$ cat src/rtl/gray2rgb_pkg.sv
// Shared types and defaults for the gray-to-RGB pseudo-color pipeline.
package gray2rgb_pkg;

  localparam int unsigned DefImgWidth  = 640;
  localparam int unsigned DefImgHeight = 480;

  typedef logic [7:0] pixel_t;

  // Top two intensity bits pick one of four hue ramps.
  typedef enum logic [1:0] {
    SegBlueCyan    = 2'd0,
    SegCyanGreen   = 2'd1,
    SegGreenYellow = 2'd2,
    SegYellowRed   = 2'd3
  } seg_e;

endpackage

$ cat src/rtl/gray2rgb_colormap.sv
// Combinational four-segment colormap: segment + 8-bit fraction to R/G/B.
// Only compiled when GRAY2RGB_PSEUDO_COLOR_EN is defined.
`ifdef GRAY2RGB_PSEUDO_COLOR_EN
module gray2rgb_colormap
  import gray2rgb_pkg::*;
(
  input  seg_e   s,
  input  pixel_t f,
  output pixel_t R,
  output pixel_t G,
  output pixel_t B
);

  // Piecewise-linear ramp; f tops out at 252 so 255-f cannot underflow.
  always_comb begin
    R = '0;
    G = '0;
    B = '0;
    unique case (s)
      SegBlueCyan: begin
        R = 8'd0;
        G = f;
        B = 8'd255;
      end
      SegCyanGreen: begin
        R = 8'd0;
        G = 8'd255;
        B = 8'd255 - f;
      end
      SegGreenYellow: begin
        R = f;
        G = 8'd255;
        B = 8'd0;
      end
      SegYellowRed: begin
        R = 8'd255;
        G = 8'd255 - f;
        B = 8'd0;
      end
    endcase
  end

endmodule
`endif

$ cat src/rtl/gray2rgb_pseudo.sv
// Two-stage streaming gray-to-RGB converter with line/frame position flags.
// Define GRAY2RGB_PSEUDO_COLOR_EN for the pseudo-color map; otherwise the
// output is neutral gray (R=G=B=input) with identical timing.
module gray2rgb_pseudo
  import gray2rgb_pkg::*;
#(
  parameter int unsigned IMG_WIDTH  = DefImgWidth,
  parameter int unsigned IMG_HEIGHT = DefImgHeight
) (
  input  logic       clk,
  input  logic       rst,
  input  logic [7:0] grayscale,
  input  logic       Valid_in,
  output logic       Ready_in,
  output logic [7:0] R,
  output logic [7:0] G,
  output logic [7:0] B,
  output logic       Valid_out,
  input  logic       Ready_out,
  output logic       End_line,
  output logic       End_frame
);

  localparam int unsigned ColW = (IMG_WIDTH > 1) ? $clog2(IMG_WIDTH) : 1;
  localparam int unsigned RowW = (IMG_HEIGHT > 1) ? $clog2(IMG_HEIGHT) : 1;
  localparam logic [ColW-1:0] ColLast = ColW'(IMG_WIDTH - 1);
  localparam logic [RowW-1:0] RowLast = RowW'(IMG_HEIGHT - 1);

  logic   en;
  logic   valid1_q, valid2_q;
  pixel_t r_map, g_map, b_map;
  pixel_t r_q, g_q, b_q;

  // Whole pipeline stalls only when the output holds a pixel nobody takes.
  assign en       = !(valid2_q && !Ready_out);
  assign Ready_in = en && !rst;

`ifdef GRAY2RGB_PSEUDO_COLOR_EN
  seg_e   seg1_q;
  pixel_t frac1_q;

  // Stage 1: capture segment and fraction of the accepted pixel.
  always_ff @(posedge clk) begin
    if (rst) begin
      valid1_q <= 1'b0;
      seg1_q   <= SegBlueCyan;
      frac1_q  <= '0;
    end else if (en) begin
      valid1_q <= Valid_in;
      if (Valid_in) begin
        seg1_q  <= seg_e'(grayscale[7:6]);
        frac1_q <= {grayscale[5:0], 2'b00};
      end
    end
  end

  gray2rgb_colormap u_colormap (
    .s (seg1_q),
    .f (frac1_q),
    .R (r_map),
    .G (g_map),
    .B (b_map)
  );
`else
  pixel_t pix1_q;

  // Stage 1: capture the accepted pixel.
  always_ff @(posedge clk) begin
    if (rst) begin
      valid1_q <= 1'b0;
      pix1_q   <= '0;
    end else if (en) begin
      valid1_q <= Valid_in;
      if (Valid_in) begin
        pix1_q <= grayscale;
      end
    end
  end

  assign r_map = pix1_q;
  assign g_map = pix1_q;
  assign b_map = pix1_q;
`endif

  // Stage 2: register the color; data only moves when stage 1 holds a pixel.
  always_ff @(posedge clk) begin
    if (rst) begin
      valid2_q <= 1'b0;
      r_q      <= '0;
      g_q      <= '0;
      b_q      <= '0;
    end else if (en) begin
      valid2_q <= valid1_q;
      if (valid1_q) begin
        r_q <= r_map;
        g_q <= g_map;
        b_q <= b_map;
      end
    end
  end

  logic [ColW-1:0] col_q, col_d;
  logic [RowW-1:0] row_q, row_d;
  logic            out_xfer;

  assign out_xfer = valid2_q && Ready_out;

  // Position counters advance once per output transfer, wrapping per line/frame.
  always_comb begin
    col_d = col_q;
    row_d = row_q;
    if (out_xfer) begin
      if (col_q == ColLast) begin
        col_d = '0;
        row_d = (row_q == RowLast) ? '0 : row_q + 1'b1;
      end else begin
        col_d = col_q + 1'b1;
      end
    end
  end

  // Position counter registers.
  always_ff @(posedge clk) begin
    if (rst) begin
      col_q <= '0;
      row_q <= '0;
    end else begin
      col_q <= col_d;
      row_q <= row_d;
    end
  end

  assign Valid_out = valid2_q;
  assign R         = r_q;
  assign G         = g_q;
  assign B         = b_q;
  assign End_line  = valid2_q && (col_q == ColLast);
  assign End_frame = End_line && (row_q == RowLast);

endmodule

$ cat config.mk
export PLATFORM = sky130hd
export DESIGN_NAME = gray2rgb_pseudo
export DESIGN_NICKNAME = d
export VERILOG_FILES = /design/src/rtl/gray2rgb_pkg.sv /design/src/rtl/gray2rgb_colormap.sv /design/src/rtl/gray2rgb_pseudo.sv
export SDC_FILE = /design/constraint.sdc
export NUM_CORES = 1
export LEC_CHECK = 0
export ABC_AREA = 1
export CORE_MARGIN = 2
export CORE_UTILIZATION = 54
export CTS_BUF_LIST = sky130_fd_sc_hd__clkbuf_16
export CTS_CLUSTER_SIZE = 20
export DETAILED_ROUTE_END_ITERATION = 6
export HOLD_SLACK_MARGIN = 0.02
export PLACE_DENSITY = 0.85
export SYNTH_ARGS = -nofsm -noshare
export SYNTH_HDL_FRONTEND = slang
export SYNTH_SLANG_ARGS = --single-unit
$ cat constraint.sdc
create_clock -name clk -period 2.1 [get_ports clk]
set_clock_uncertainty 0.2 [all_clocks]
set_input_delay 0.315 -clock clk [delete_from_list [all_inputs] [get_ports clk]]
set_output_delay 0.315 -clock clk [all_outputs]
set_load 0.01 [all_outputs]
==> summary.md <==
| Metric | Value |
|---|---|
| Hold path start | row_q[1] |
| CTS sink count | 37 |
| Run status | finished clean |
| Syn. warnings | 0 |
| Die height | 61.92 um |
| Skew-Pair Late Insertion Delay | 280 ps |
| Yosys reg bits | 37 |
| Fraction of layout cells with a size suffix above 1 | 14.81% |
| HPWL after DPL | 2851 um |
| Final Worst Setup Slack | 84.73 ps |
| Post-route clock period utilization | 95.97% |
| Post-synthesis sequential area ratio | 40.88% |
| I/O Pins | 40 |
| IO Port Bufs | 39 |
| Mean Syn Cell Area | 7.105 um^2 |
| TNS Setup | 0 ps |
| RD Place Congestion | 0.8401 |
| CTS tree | yes |
| Placement Setup Slack | 12.26 ps |
| WL/cell | 11.27 um |
| WHS Path Cells | 2 |
| Most area-consuming cells after synthesis | dfxtp_1 (41%), nor2_1 (11%), nand2_1 (8.5%) |
| Global route overflow | 0 |
| Drt first pass iters | 5 |
| Hold-fix buffers, CTS | 0 |
| Design Power | 1.767 mW |
| Final setup fails | 0 |
| Post-CTS Setup Bufs | 0 |
| Slew @ Worst Pin | 325.3 ps |
| Largest net degree at the start of global routing | 17 |
| Count leader, synth | nor2_1 |
| Flop-to-flop setup slack | 450 ps |
| Maximum vdd drop | 0.6880 mV |
| Clock tree buffer depth | 2 |
| Die Span X | 61.92 um |
| Main flop type after synthesis | dfxtp_1 |
| Worst Path Required | 1580 ps |
| Residual DRC | 0 |
| Share of the synthesized area in the top cell type | 40.88% |
| Initial Utilization | 55.16% |
| Pwr Density | 737.1 nW/um^2 |
| Asr flop ratio synth | 0% |
| Post-DRT Antenna Nets | 0 |
| CP Capture Type | output port |
| First-pass GRT wire length | 5727 um |
| Unrepaired setup endpoints after global routing | false |
| Final Hold Fails | 0 |
| H-tree levels | 2 |
| Fin nets | 310 |
| Worst-path clk slew | 60 ps |
| Post-Syn Area | 1812 um^2 |
| Max Cap Viol | 0 |
| Pins Over Slew Limit | 0 |
| Core ar. | 3284 um^2 |
| Total nets after synthesis | 269 |
| Area of the multi-input gates | 825.8 um^2 |
| Crit-path max cell delay | 540 ps |
| Post-synth cell types | 26 |
| N_diodes | 0 |
| FF-to-FF Start | col_q[0] |
| Crit-path cells | clkdlybuf4s50_1, nor2_2, nor2_1, clkdlybuf4s50_1 |
| DRT iter0 DRCs | 39 |
| Fin util | 72.99% |
| Fillers | 257 |
| Layout area overhead | 32.32% |
| FF/Latch Area | 742.0 um^2 |
| Worst path most repeated cell | clkdlybuf4s50_1 |
| Worst Setup Path Type | in -> out |
| Vias | 1654 |
| Crit path max fanout | 2 |
| Max Clk Rate | 496.2 MHz |
| Most area-hungry cell type in the Yosys netlist | dfxtp_1 |
| Crit-path slowest cell | clkdlybuf4s50_1 |
| Initial antenna violation count | 0 |
| Slew headroom | 78.20% |
| CP arrival | 1500 ps |
| Worst Hold Class | reg -> reg |
| Die area | 3834 um^2 |
| GRT Total Usage | 21.20% |
| Crit path time final | 2015 ps |
| Min Hold Slack | 266.8 ps |
| Leakage power | 1.032 nW |
| Gate Count Post-Synth | 255 |
| Post-synth EDFFs | 0 |
| Final WL | 3867 um |
| Startpoint class of the critical path | input port |
| Worst-case hold path end point | row_q[1] |
| # rows | 21 |
| Cts bufs inserted | 5 |
| Reg2Reg Depth | 9 |
| Vias in the first global route | 1354 |
| Drt via density | 4.822 |
| CTS Root Cell | clkbuf_16 |
| Post-synth top cells | nor2_1 (53), nand2_1 (41), dfxtp_1 (37) |
| R2r endpoint | col_q[8] |
## per-layer routing
metal | wire length, um | track usage (%) | vias to the layer above
met5 | 0 | 0 | -
met4 | 127 | 13.68 | 0
met3 | 146 | 6.211 | 13
met2 | 1844 | 33.23 | 36
met1 | 1749 | 25.29 | 731
li1 | - | - | 874
## cell type report
class,count,area share (%)
multi-input cells,167,34.45
clock buffers,5,5.219
flip-flops and latches,37,30.95
repair buffers,52,20.09
clock inverters,3,1.722
inverters,33,5.167
well taps,46,2.401
## critical path, delay by kind of cell
family / cells / cell delay, ps
simple gates: 2 / 150
buf+inv: 2 / 1030
## state kept, by name, indices dropped and copies added (netlist names)
signal / cells
col_q: 10
row_q: 9
B: 8
b_map: 8
Valid_out: 1
valid1_q: 1
## power by group
part           total [mW]  leakage [nW]  switching (mW)  internal [mW]
sequential          0.747         0.302          0.0183          0.729
clock               0.832        0.0775           0.277          0.555
combinational       0.188         0.652          0.0849          0.103
## worst max path at each step
stage              start         to  depth (start not counted)  slack (ps)
3_5_place_dp    col_q[1]  End_frame                          6          10
4_1_cts         col_q[1]  End_frame                          6          10
6_report       Ready_out   Ready_in                          4          80
3_3_place_gp    col_q[1]  End_frame                          6          60
2_1_floorplan   col_q[0]  End_frame                          5         420
5_1_grt         row_q[1]  End_frame                          6          20
## stage by stage
stage | instance area [um^2] | cells
after floorplan | 1812 | 255
after detailed placement | 2228 | 335
after CTS | 2395 | 343
final | 2397 | 343
after global routing | 2397 | 343
after global placement | 2228 | 335
## kinds of logic (layout without fill, tap and decap cells)
| kind of cell | Yosys count | count (layout) | share of synthesized area, % |
|---|---|---|---|
| compound gates | 36 | 36 | 10.36 |
| simple gates | 126 | 126 | 31.97 |
| flops | 37 | 37 | 40.88 |
| xor+xnor | 3 | 3 | 1.451 |
| buf+inv | 51 | 93 | 13.95 |
| fa+ha+maj | 2 | 2 | 1.381 |
## placed cells by master, fill, tap and decap left out, drive strengths merged, types with 4 or more instances in the layout
cell           instances
nand4                  4
nand2                 44
dfxtp                 37
a21oi                  7
nor3                   4
buf                   14
clkbuf                 5
o21ai                 25
nor2                  61
nand3                 13
clkdlybuf4s50         37
inv                   33
## what timing repair did
action                     CTS  global route
cloned                       0             0
pin swaps                    0             0
gates resized for setup      4             4
setup endpoints to repair    2             2
Note: power is estimated with default switching activity, not from simulation.
